[src/rtl/mem_port_arbiter_if.sv]
// External single-port memory bus: the arbiter drives it as master,
// the memory answers as slave with a variable-latency req/ack handshake.
interface mem_port_arbiter_if #(
   parameter int ADDR_W = 32,
   parameter int DATA_W = 32
);
   logic              mem_req;
   logic              mem_we;
   logic [ADDR_W-1:0] mem_addr;
   logic [DATA_W-1:0] mem_wdata;
   logic [2:0]        mem_type;
   logic              mem_ack;
   logic [DATA_W-1:0] mem_rdata;

   modport master (
      output mem_req, mem_we, mem_addr, mem_wdata, mem_type,
      input  mem_ack, mem_rdata
   );

   modport slave (
      input  mem_req, mem_we, mem_addr, mem_wdata, mem_type,
      output mem_ack, mem_rdata
   );
endinterface

[src/rtl/mem_port_arbiter.sv]
// Arbitrates the fetch and load/store ports onto one external memory bus,
// with data priority, a fetch anti-starvation streak limit and an ack timeout.
module mem_port_arbiter #(
   parameter int ADDR_W          = 32,
   parameter int DATA_W          = 32,
   parameter int MAX_DATA_STREAK = 4,
   parameter int TIMEOUT         = 64
) (
   input  logic               clk,
   input  logic               rst,
   input  logic               if_req,
   input  logic [ADDR_W-1:0]  if_addr,
   output logic [DATA_W-1:0]  if_rdata,
   output logic               if_ready,
   input  logic               d_ren,
   input  logic               d_wen,
   input  logic [2:0]         d_type,
   input  logic [ADDR_W-1:0]  d_addr,
   input  logic [DATA_W-1:0]  d_wdata,
   output logic [DATA_W-1:0]  d_rdata,
   output logic               d_ready,
   mem_port_arbiter_if.master mem,
   output logic               mem_err,
   output logic               pl_stall
);
   localparam int STREAK_W = $clog2(MAX_DATA_STREAK + 1);
   localparam int TMO_W    = (TIMEOUT > 0) ? $clog2(TIMEOUT + 1) : 1;
   localparam logic [STREAK_W-1:0] STREAK_MAX = STREAK_W'(MAX_DATA_STREAK);
   localparam logic [TMO_W-1:0]    TMO_LIMIT  = TMO_W'(TIMEOUT);
   localparam logic [2:0]          TYPE_WORD  = 3'b010;

   typedef enum logic [1:0] {
      ST_IDLE    = 2'd0,
      ST_WAIT_IF = 2'd1,
      ST_WAIT_D  = 2'd2,
      ST_RESP    = 2'd3
   } state_t;

   state_t              state_q, state_d;
   logic [STREAK_W-1:0] streak_q, streak_d;
   logic [TMO_W-1:0]    tmo_cnt_q, tmo_cnt_d;
   logic                mem_req_q, mem_req_d;
   logic                mem_we_q, mem_we_d;
   logic [ADDR_W-1:0]   mem_addr_q, mem_addr_d;
   logic [DATA_W-1:0]   mem_wdata_q, mem_wdata_d;
   logic [2:0]          mem_type_q, mem_type_d;
   logic [DATA_W-1:0]   if_rdata_q, if_rdata_d;
   logic [DATA_W-1:0]   d_rdata_q, d_rdata_d;
   logic                if_ready_q, if_ready_d;
   logic                d_ready_q, d_ready_d;
   logic                mem_err_q, mem_err_d;

   logic                d_req_s;
   logic                fetch_blocked_s;
   logic                tmo_hit_s;

   assign d_req_s = d_ren | d_wen;

   // State register and registered outputs, cleared by the synchronous reset.
   always_ff @(posedge clk) begin
      if (rst) begin
         state_q     <= ST_IDLE;
         streak_q    <= {STREAK_W{1'b0}};
         tmo_cnt_q   <= {TMO_W{1'b0}};
         mem_req_q   <= 1'b0;
         mem_we_q    <= 1'b0;
         mem_addr_q  <= {ADDR_W{1'b0}};
         mem_wdata_q <= {DATA_W{1'b0}};
         mem_type_q  <= 3'b000;
         if_rdata_q  <= {DATA_W{1'b0}};
         d_rdata_q   <= {DATA_W{1'b0}};
         if_ready_q  <= 1'b0;
         d_ready_q   <= 1'b0;
         mem_err_q   <= 1'b0;
      end else begin
         state_q     <= state_d;
         streak_q    <= streak_d;
         tmo_cnt_q   <= tmo_cnt_d;
         mem_req_q   <= mem_req_d;
         mem_we_q    <= mem_we_d;
         mem_addr_q  <= mem_addr_d;
         mem_wdata_q <= mem_wdata_d;
         mem_type_q  <= mem_type_d;
         if_rdata_q  <= if_rdata_d;
         d_rdata_q   <= d_rdata_d;
         if_ready_q  <= if_ready_d;
         d_ready_q   <= d_ready_d;
         mem_err_q   <= mem_err_d;
      end
   end

   // Next-state logic: arbitration in IDLE, ack/timeout handling in WAIT_*.
   always_comb begin
      state_d         = state_q;
      streak_d        = streak_q;
      tmo_cnt_d       = tmo_cnt_q;
      mem_req_d       = mem_req_q;
      mem_we_d        = mem_we_q;
      mem_addr_d      = mem_addr_q;
      mem_wdata_d     = mem_wdata_q;
      mem_type_d      = mem_type_q;
      if_rdata_d      = if_rdata_q;
      d_rdata_d       = d_rdata_q;
      if_ready_d      = 1'b0;
      d_ready_d       = 1'b0;
      mem_err_d       = 1'b0;
      tmo_hit_s       = 1'b0;
      fetch_blocked_s = if_req & (streak_q == STREAK_MAX);

      case (state_q)
         ST_IDLE: begin
            if (d_req_s && !fetch_blocked_s) begin
               state_d     = ST_WAIT_D;
               tmo_cnt_d   = {TMO_W{1'b0}};
               mem_req_d   = 1'b1;
               mem_we_d    = d_wen;
               mem_addr_d  = d_addr;
               mem_wdata_d = d_wdata;
               mem_type_d  = d_type;
               // The streak only counts grants that made a pending fetch wait.
               if (!if_req) begin
                  streak_d = {STREAK_W{1'b0}};
               end else if (streak_q != STREAK_MAX) begin
                  streak_d = streak_q + STREAK_W'(1);
               end else begin
                  streak_d = streak_q;
               end
            end else if (if_req) begin
               state_d     = ST_WAIT_IF;
               streak_d    = {STREAK_W{1'b0}};
               tmo_cnt_d   = {TMO_W{1'b0}};
               mem_req_d   = 1'b1;
               mem_we_d    = 1'b0;
               mem_addr_d  = if_addr;
               mem_wdata_d = {DATA_W{1'b0}};
               mem_type_d  = TYPE_WORD;
            end else begin
               state_d = ST_IDLE;
            end
         end

         ST_WAIT_IF, ST_WAIT_D: begin
            if (TIMEOUT > 0) begin
               tmo_cnt_d = tmo_cnt_q + TMO_W'(1);
            end else begin
               tmo_cnt_d = tmo_cnt_q;
            end
            tmo_hit_s = (TIMEOUT > 0) && (tmo_cnt_d == TMO_LIMIT);

            // An ack in the timeout cycle still completes normally.
            if (mem.mem_ack) begin
               state_d   = ST_RESP;
               mem_req_d = 1'b0;
               if (state_q == ST_WAIT_IF) begin
                  if_rdata_d = mem.mem_rdata;
                  if_ready_d = 1'b1;
               end else begin
                  d_ready_d = 1'b1;
                  if (!mem_we_q) begin
                     d_rdata_d = mem.mem_rdata;
                  end else begin
                     d_rdata_d = d_rdata_q;
                  end
               end
            end else if (tmo_hit_s) begin
               state_d   = ST_RESP;
               mem_req_d = 1'b0;
               mem_err_d = 1'b1;
               if (state_q == ST_WAIT_IF) begin
                  if_rdata_d = {DATA_W{1'b0}};
                  if_ready_d = 1'b1;
               end else begin
                  d_rdata_d = {DATA_W{1'b0}};
                  d_ready_d = 1'b1;
               end
            end else begin
               state_d = state_q;
            end
         end

         ST_RESP: begin
            state_d = ST_IDLE;
         end

         default: begin
            state_d   = ST_IDLE;
            mem_req_d = 1'b0;
         end
      endcase
   end

   assign mem.mem_req   = mem_req_q;
   assign mem.mem_we    = mem_we_q;
   assign mem.mem_addr  = mem_addr_q;
   assign mem.mem_wdata = mem_wdata_q;
   assign mem.mem_type  = mem_type_q;

   assign if_rdata = if_rdata_q;
   assign if_ready = if_ready_q;
   assign d_rdata  = d_rdata_q;
   assign d_ready  = d_ready_q;
   assign mem_err  = mem_err_q;

   // Freeze the pipeline while a request is outstanding and not completing this cycle.
   assign pl_stall = (if_req & ~if_ready_q) | (d_req_s & ~d_ready_q);

endmodule

[src/flat_wrapper.sv]
// flat-port wrapper written by rule: the top's interface ports become plain ports
module mem_port_arbiter_flat 
#(
   parameter int ADDR_W          = 32,
   parameter int DATA_W          = 32,
   parameter int MAX_DATA_STREAK = 4,
   parameter int TIMEOUT         = 64
)
  (clk, rst, if_req, if_addr, if_rdata, if_ready, d_ren, d_wen, d_type, d_addr, d_wdata, d_rdata, d_ready, mem_err, pl_stall, mem_mem_req, mem_mem_we, mem_mem_addr, mem_mem_wdata, mem_mem_type, mem_mem_ack, mem_mem_rdata);
  mem_port_arbiter_if #(.ADDR_W(ADDR_W), .DATA_W(DATA_W)) mem_i ();
  input  logic clk;
  input  logic rst;
  input  logic if_req;
  input  logic [ADDR_W-1:0] if_addr;
  output logic [DATA_W-1:0] if_rdata;
  output logic if_ready;
  input  logic d_ren;
  input  logic d_wen;
  input  logic [2:0] d_type;
  input  logic [ADDR_W-1:0] d_addr;
  input  logic [DATA_W-1:0] d_wdata;
  output logic [DATA_W-1:0] d_rdata;
  output logic d_ready;
  output logic mem_err;
  output logic pl_stall;
  output wire logic [$bits(mem_i.mem_req)-1:0] mem_mem_req;
  output wire logic [$bits(mem_i.mem_we)-1:0] mem_mem_we;
  output wire logic [$bits(mem_i.mem_addr)-1:0] mem_mem_addr;
  output wire logic [$bits(mem_i.mem_wdata)-1:0] mem_mem_wdata;
  output wire logic [$bits(mem_i.mem_type)-1:0] mem_mem_type;
  input wire logic [$bits(mem_i.mem_ack)-1:0] mem_mem_ack;
  input wire logic [$bits(mem_i.mem_rdata)-1:0] mem_mem_rdata;
  assign mem_mem_req = mem_i.mem_req;
  assign mem_mem_we = mem_i.mem_we;
  assign mem_mem_addr = mem_i.mem_addr;
  assign mem_mem_wdata = mem_i.mem_wdata;
  assign mem_mem_type = mem_i.mem_type;
  assign mem_i.mem_ack = mem_mem_ack;
  assign mem_i.mem_rdata = mem_mem_rdata;
  mem_port_arbiter #(.ADDR_W(ADDR_W), .DATA_W(DATA_W), .MAX_DATA_STREAK(MAX_DATA_STREAK), .TIMEOUT(TIMEOUT)) u_core (.clk(clk), .rst(rst), .if_req(if_req), .if_addr(if_addr), .if_rdata(if_rdata), .if_ready(if_ready), .d_ren(d_ren), .d_wen(d_wen), .d_type(d_type), .d_addr(d_addr), .d_wdata(d_wdata), .d_rdata(d_rdata), .d_ready(d_ready), .mem(mem_i), .mem_err(mem_err), .pl_stall(pl_stall));
endmodule
[config.mk]
export PLATFORM = sky130hd
export DESIGN_NAME = mem_port_arbiter_flat
export DESIGN_NICKNAME = d
export VERILOG_FILES = /design/src/rtl/mem_port_arbiter_if.sv /design/src/rtl/mem_port_arbiter.sv /design/src/flat_wrapper.sv
export SDC_FILE = /design/constraint.sdc
export NUM_CORES = 1
export LEC_CHECK = 0
export CAP_MARGIN = 20
export CORE_MARGIN = 2
export CORE_UTILIZATION = 45
export DETAILED_ROUTE_END_ITERATION = 10
export MAX_ROUTING_LAYER = met4
export PLACE_DENSITY = 0.86
export SLEW_MARGIN = 10
export SYNTH_ARGS = -nofsm -noshare
export SYNTH_HDL_FRONTEND = slang
export SYNTH_SLANG_ARGS = --single-unit
[constraint.sdc]
create_clock -name clk -period 2.8 [get_ports clk]
set_clock_uncertainty 0.15 [all_clocks]
set_input_delay 0.42 -clock clk [delete_from_list [all_inputs] [get_ports clk]]
set_output_delay 0.42 -clock clk [all_outputs]
set_load 0.01 [all_outputs]
==> impl_metrics.json, run 1 <==
{
  "grt_overflow": 0,
  "yosys-top-cells-count": "dfxtp_1 (148), nand2_1 (110), nor2_1 (80)",
  "drtPass1Iterations": 6,
  "synth_seq_area_share_pct": 50.1,
  "final_cells": 1134,
  "rows": 41,
  "dpl_worst_slack_ns": 0.399,
  "r2r_cells": 6,
  "fin_total_pwr_uw": 8800,
  "syn-cell-area_um2": 5910,
  "clk_latency_ns": 0.42,
  "cts_hold_buf": 0,
  "syn_inst": 706,
  "layout_setup_ws_ns": 0.405,
  "setup_viol": 0,
  "grt_pass1_vias": 5910,
  "synth_area_leaders": "dfxtp_1 (50%), nand2_1 (7.0%), nor2_1 (5.1%)",
  "synth_cell_types": 41,
  "clockBufferDepth": 2,
  "synth_seq_cells": 148,
  "powerDensity_nw_per_um2": 935,
  "place_inst": 1102,
  "gp_congestion": 0.841,
  "status": "finished clean",
  "clock_sinks": 148,
  "portBuffers": 273,
  "finalHoldViolations": 0,
  "startpoint_type": "input port",
  "final.period_utilization_pct": 85.5,
  "cp_data_arrival_time_ns": 1.83,
  "final_util_pct": 74.0,
  "synth_most_common_cell": "dfxtp_1",
  "yosys_warnings": 0,
  "die_w_um": 119,
  "nFillCells": 950,
  "max_freq_mhz": 417,
  "path_class": "input port to output port",
  "tightest_slew_ns": 0.706,
  "cp.required_ns": 2.23,
  "synth_top_flop_cell": "dfxtp_1",
  "detail-route-antenna-nets": 0,
  "whs_path_depth": 2,
  "slew_viol_final": 0,
  "vdd_ir_drop_max_uv": 534,
  "clockRootBuffer": "clkbuf_16",
  "htree_levels": 4,
  "synth.net_count": 849,
  "cp-startpoint": "if_req",
  "vias": 6299,
  "grt_max_degree": 65,
  "hold_path_class": "register to register",
  "die_area_um2": 14100,
  "synth_top_area_share_pct": 50.1,
  "grt_pass1_wl_um": 31100,
  "cp_max_fo": 5,
  "drt-vias-per-instance": 5.55,
  "async_flop_share_pct": 0,
  "rsz0062_at_grt": "false",
  "reg2reg_setup_slack_ns": 0.60,
  "nets": 1092,
  "slew_headroom_pct": 52.9,
  "wire_per_inst_um": 17.6,
  "post_cts_resized": 0,
  "ios": 274,
  "synth_edf_count": 0,
  "r2r_end": "u_core.if_rdata[6]",
  "cts_setup_buffers": 0,
  "num_antenna_cells": 0,
  "initial_utilization_pct": 46.5,
  "wl_um": 19900,
  "cts_tree": "yes",
  "p_leak_uw": 0.00344,
  "antenna_found_initial": 0,
  "syn_area_per_cell_um2": 8.37,
  "tns_ns": 0,
  "worstSetupEndpointType": "output port",
  "cts_buffers": 17,
  "critPathCapture": "pl_stall",
  "yosysTopAreaCell": "dfxtp_1",
  "grt_usage_pct": 28.3,
  "drive_above_1_share_pct": 6.44,
  "clkTransAtPathRegs_ns": 0.06,
  "cap_violations": 0,
  "die_h_um": 119,
  "drc": 0,
  "drt_iter0_markers": 525,
  "area_delta_synth_final_pct": 59.3,
  "core_area_um2": 12700,
  "r2r-start": "u_core.tmo_cnt_q[0]",
  "hpwl_um": 13100,
  "period_minus_slack_ns": 2.40
}
-- final cells by class --
class / count / area (um^2) / share of cell area [%]
clock buffers: 25 / 526 / 5.58
clock inverters: 7 / 92.6 / 0.984
inverters: 8 / 30.0 / 0.319
multi-input cells: 482 / 2660 / 28.3
flip-flops and latches: 148 / 2960 / 31.5
well taps: 172 / 215 / 2.29
repair buffers: 292 / 2920 / 31.1
-- worst max-delay path: stages --
cell and delay [ns]:
clkdlybuf4s50_1 0.55, inv_1 0.10, o22ai_1 0.19, clkdlybuf4s50_1 0.57
-- cells by family after synthesis --
logic type                 synth area share [%]
buffers and inverters                      5.21
AOI/OAI and AO/OA                          24.9
and+or+nand+nor                            18.2
xor gates and xnor gates                  0.148
adders and majority gates                  1.27
muxes                                     0.169
DFF                                        50.1
-- layout by cell type (no fill, tap or decap), drive strengths merged, types with 6 or more instances in the layout --
master	n
a21oi	40
a22oi	39
a311oi	32
a32oi	32
buf	20
clkbuf	25
clkdlybuf4s50	272
dfxtp	148
ha	6
inv	8
nand2	110
nand3	39
nor2	80
nor3	8
o21ai	70
-- how the worst min path moves through the flow --
stage	start	to	slack (ns)
detailed placement	u_core.if_rdata[2]	u_core.if_rdata[2]	0.32
global route	u_core.if_rdata[2]	u_core.if_rdata[2]	0.34
global placement	u_core.d_rdata[0]	u_core.d_rdata[0]	0.31
floorplan	u_core.streak_q[1]	u_core.streak_q[1]	0.30
CTS	u_core.mem.mem_req	u_core.mem.mem_req	0.32
finish	u_core.streak_q[1]	u_core.streak_q[1]	0.32
-- through the flow --
step | hold slack (ns) | area, um^2
finish | 0.320 | 9410
global route | 0.343 | 9410
CTS | 0.324 | 9410
detailed placement | 0.316 | 8790
global placement | 0.310 | 8790
floorplan | 0.299 | 5910
-- state kept, by name, indices dropped and copies added, names as in the netlist --
signal	flops
u_core.d_rdata	32
u_core.if_rdata	32
u_core.mem.mem_addr	32
u_core.mem.mem_wdata	32
u_core.tmo_cnt_q	7
u_core.mem.mem_type	3
u_core.streak_q	3
u_core.state_q	2
u_core.d_ready	1
u_core.if_ready	1
u_core.mem.mem_req	1
u_core.mem.mem_we	1
u_core.mem_err	1
-- report_power, final --
| group | internal [uW] | leakage (uW) | switching [uW] |
|---|---|---|---|
| Sequential | 2680 | 0.00121 | 360 |
| Clock | 1480 | 0.000298 | 863 |
| Combinational | 1690 | 0.00193 | 1730 |
| Total | 5850 | 0.00344 | 2950 |
-- per-layer routing --
metal,part of all wire [%],track usage (%),up-vias
met4,3.5,12.3,0
li1,-,-,3019
met5,0,-,-
met2,49,45.3,279
met1,41,33.8,2946
met3,6.4,6.81,55
No activity file was read; power rests on OpenSTA's default activity.
==> run 2: changes to the inputs <==
CORE_ASPECT_RATIO = 1.2   (was not set)
==> run 2 against run 1 <==
Global-route usage shrank 0.25 points. Flip-flop and latch count is the same. Core utilization shrank 0.41 points. Sequential share of layout area grew 0.17 points. Clock power shrank 3%. Power shrank 1.1%. Cell count shrank 1.1%. Sequential power is essentially flat. Critical endpoint unchanged. Via count shrank 2.1%. Setup slack lost 0.16 ns. First-iteration DRC count shrank 14%.
==> impl_metrics.json, run 2 (same netlist as run 1, synthesis figures left out) <==
{
  "status": "finished clean",
  "r2r_end": "u_core.d_rdata[4]",
  "dpl-instance-area_um2": 8770,
  "tns_ns": 0,
  "detail-route-antenna-nets": 0,
  "clock_sinks": 148,
  "rows": 45,
  "final.period_utilization_pct": 91.1,
  "cts_hold_buf": 0,
  "drt_iter0_markers": 452,
  "hpwl_um": 13400,
  "core_area_um2": 12700,
  "grt_max_degree": 89,
  "power_switching_share_pct": 34.0,
  "cp_max_fo": 5,
  "antenna_found_initial": 0,
  "gp_congestion": 0.826,
  "cp_data_arrival_time_ns": 1.98,
  "wl_met3_um": 1520,
  "mostFrequentLayoutCell": "clkdlybuf4s50_1",
  "drc": 0,
  "drive_above_1_share_pct": 6.05,
  "p_int_uw": 5740,
  "cp.required_ns": 2.23,
  "setup_viol": 0,
  "p_leak_uw": 0.00341,
  "wl_um": 20000,
  "initial_utilization_pct": 46.5,
  "r2r_cells": 7,
  "cap_violations": 0,
  "dpl_worst_slack_ns": 0.255,
  "crit_slowest_cell": "clkdlybuf4s50_1",
  "grt_pass1_wl_um": 30200,
  "path_delay_family": "buffers and inverters",
  "p_comb_share_pct": 39.0,
  "clk_latency_ns": 0.41,
  "p_switching_uw": 2960,
  "portBuffers": 273,
  "clockRootBuffer": "clkbuf_16",
  "whs_path_depth": 2,
  "reg2reg_setup_slack_ns": 0.51,
  "num_antenna_cells": 0,
  "top_layer": "met4",
  "cts_tree": "yes",
  "layout_setup_ws_ns": 0.249,
  "die_area_um2": 14100,
  "cp_num_buf_inv": 3,
  "drtPass1Iterations": 4,
  "seqPwrFrac_pct": 34.9,
  "powerDensity_nw_per_um2": 929,
  "period_minus_slack_ns": 2.55,
  "die_w_um": 109,
  "post_cts_resized": 0,
  "clockBufferDepth": 2,
  "hp-start": "rst",
  "final_util_pct": 73.6,
  "max_freq_mhz": 392,
  "slew_headroom_pct": 62.1,
  "die_h_um": 130,
  "wire_per_inst_um": 17.8,
  "startpoint_type": "input port",
  "slew_viol_final": 0,
  "crit_path_frequent_cell": "clkdlybuf4s50_1",
  "drt-vias-per-instance": 5.50,
  "pwr-share-clk_pct": 26.1,
  "finalHoldViolations": 0,
  "area_delta_synth_final_pct": 58.4,
  "wl_met1_um": 7750,
  "max_stage_delay_ns": 0.63,
  "crit_chain": "clkdlybuf4s50_1 -> inv_1 -> o22ai_1 -> clkdlybuf4s50_1",
  "vias": 6166,
  "grt_usage_pct": 28.0,
  "htree_levels": 4,
  "hold_path_end": "u_core.if_rdata[10]",
  "fin_total_pwr_uw": 8700,
  "path_class": "input port to output port",
  "tightest_slew_ns": 0.564,
  "stdcell_area_um2": 9360,
  "ios": 274,
  "worstSetupEndpointType": "output port",
  "grt_overflow": 0,
  "clkTransAtPathRegs_ns": 0.06,
  "hold_path_class": "input port to register",
  "nets": 1089,
  "rsz0062_at_grt": "false",
  "vdd_ir_drop_max_uv": 576,
  "grt_pass1_vias": 5840,
  "layout_common_cells": "clkdlybuf4s50_1 (272), dfxtp_1 (148), nand2_1 (110)",
  "cts_setup_buffers": 0,
  "wl_met2_um": 10100,
  "cts_buffers": 17,
  "r2r-start": "u_core.state_q[0]"
}
==> run 2: changes by cell type in the layout (fill, tap and decap cells not counted), sizes merged <==
cell / before / now
bufinv: 2 / 3
buf: 20 / 17
clkbuf: 25 / 18
inv: 8 / 9
clkinv: 2 / 6
==> run 2: metal layers <==
layer | vias to the layer above | GRT usage (%)
met3 | 40 | 7.75
li1 | 3004 | -
met4 | 0 | 10.6
met2 | 240 | 46.9
met1 | 2882 | 31.7
met5 | - | -
==> run 2: worst max path at each step <==
stage	to	startpoint	depth (start not counted)
final	pl_stall	if_req	4
after global routing	pl_stall	if_req	4
after CTS	pl_stall	if_req	4
after detailed placement	pl_stall	if_req	4
after global placement	pl_stall	if_req	4
after floorplan	u_core.d_rdata[0]	u_core.state_q[0]	8
==> run 2: layout make-up <==
type | count | area (um^2)
clock inverters | 13 | 159
clock buffers | 18 | 429
fillers | 985 | 3360
inverters | 8 | 30.0
repair buffers | 289 | 2910
flip-flops and latches | 148 | 2960
well taps | 164 | 205
multi-input cells | 482 | 2660
==> run 2: worst reg2reg max path: stages, from the launching register on <==
cell and delay, ns:
dfxtp_1 0.35, inv_1 0.06, ha_1 0.56, nand2b_1 0.33, nor3_2 0.18, buf_4 0.36
a32oi_1 0.12, o21ai_0 0.09
==> run 2: power groups by stage <==
stage	sequential (uW)	clock [uW]	combinational (uW)
final	3030	2270	3390
after global routing	3100	2400	3670
after CTS	3030	2310	3400
after detailed placement	3060	0	3380
after global placement	3040	0	3340
after floorplan	3290	0	1390
==> run 2: stage by stage <==
| step | std cells | hold WS (ns) |
|---|---|---|
| after global placement | 1091 | 0.312 |
| after global routing | 1122 | 0.292 |
| after floorplan | 706 | 0.299 |
| after detailed placement | 1091 | 0.316 |
| final | 1122 | 0.289 |
| after CTS | 1122 | 0.275 |
==> run 3: changes to the inputs <==
CORE_ASPECT_RATIO = not set   (was 1.2)
SLEW_MARGIN = 40   (was 10)
==> results of run 3 <==
Final layout, timing and power as in run 1 (identical DEF).
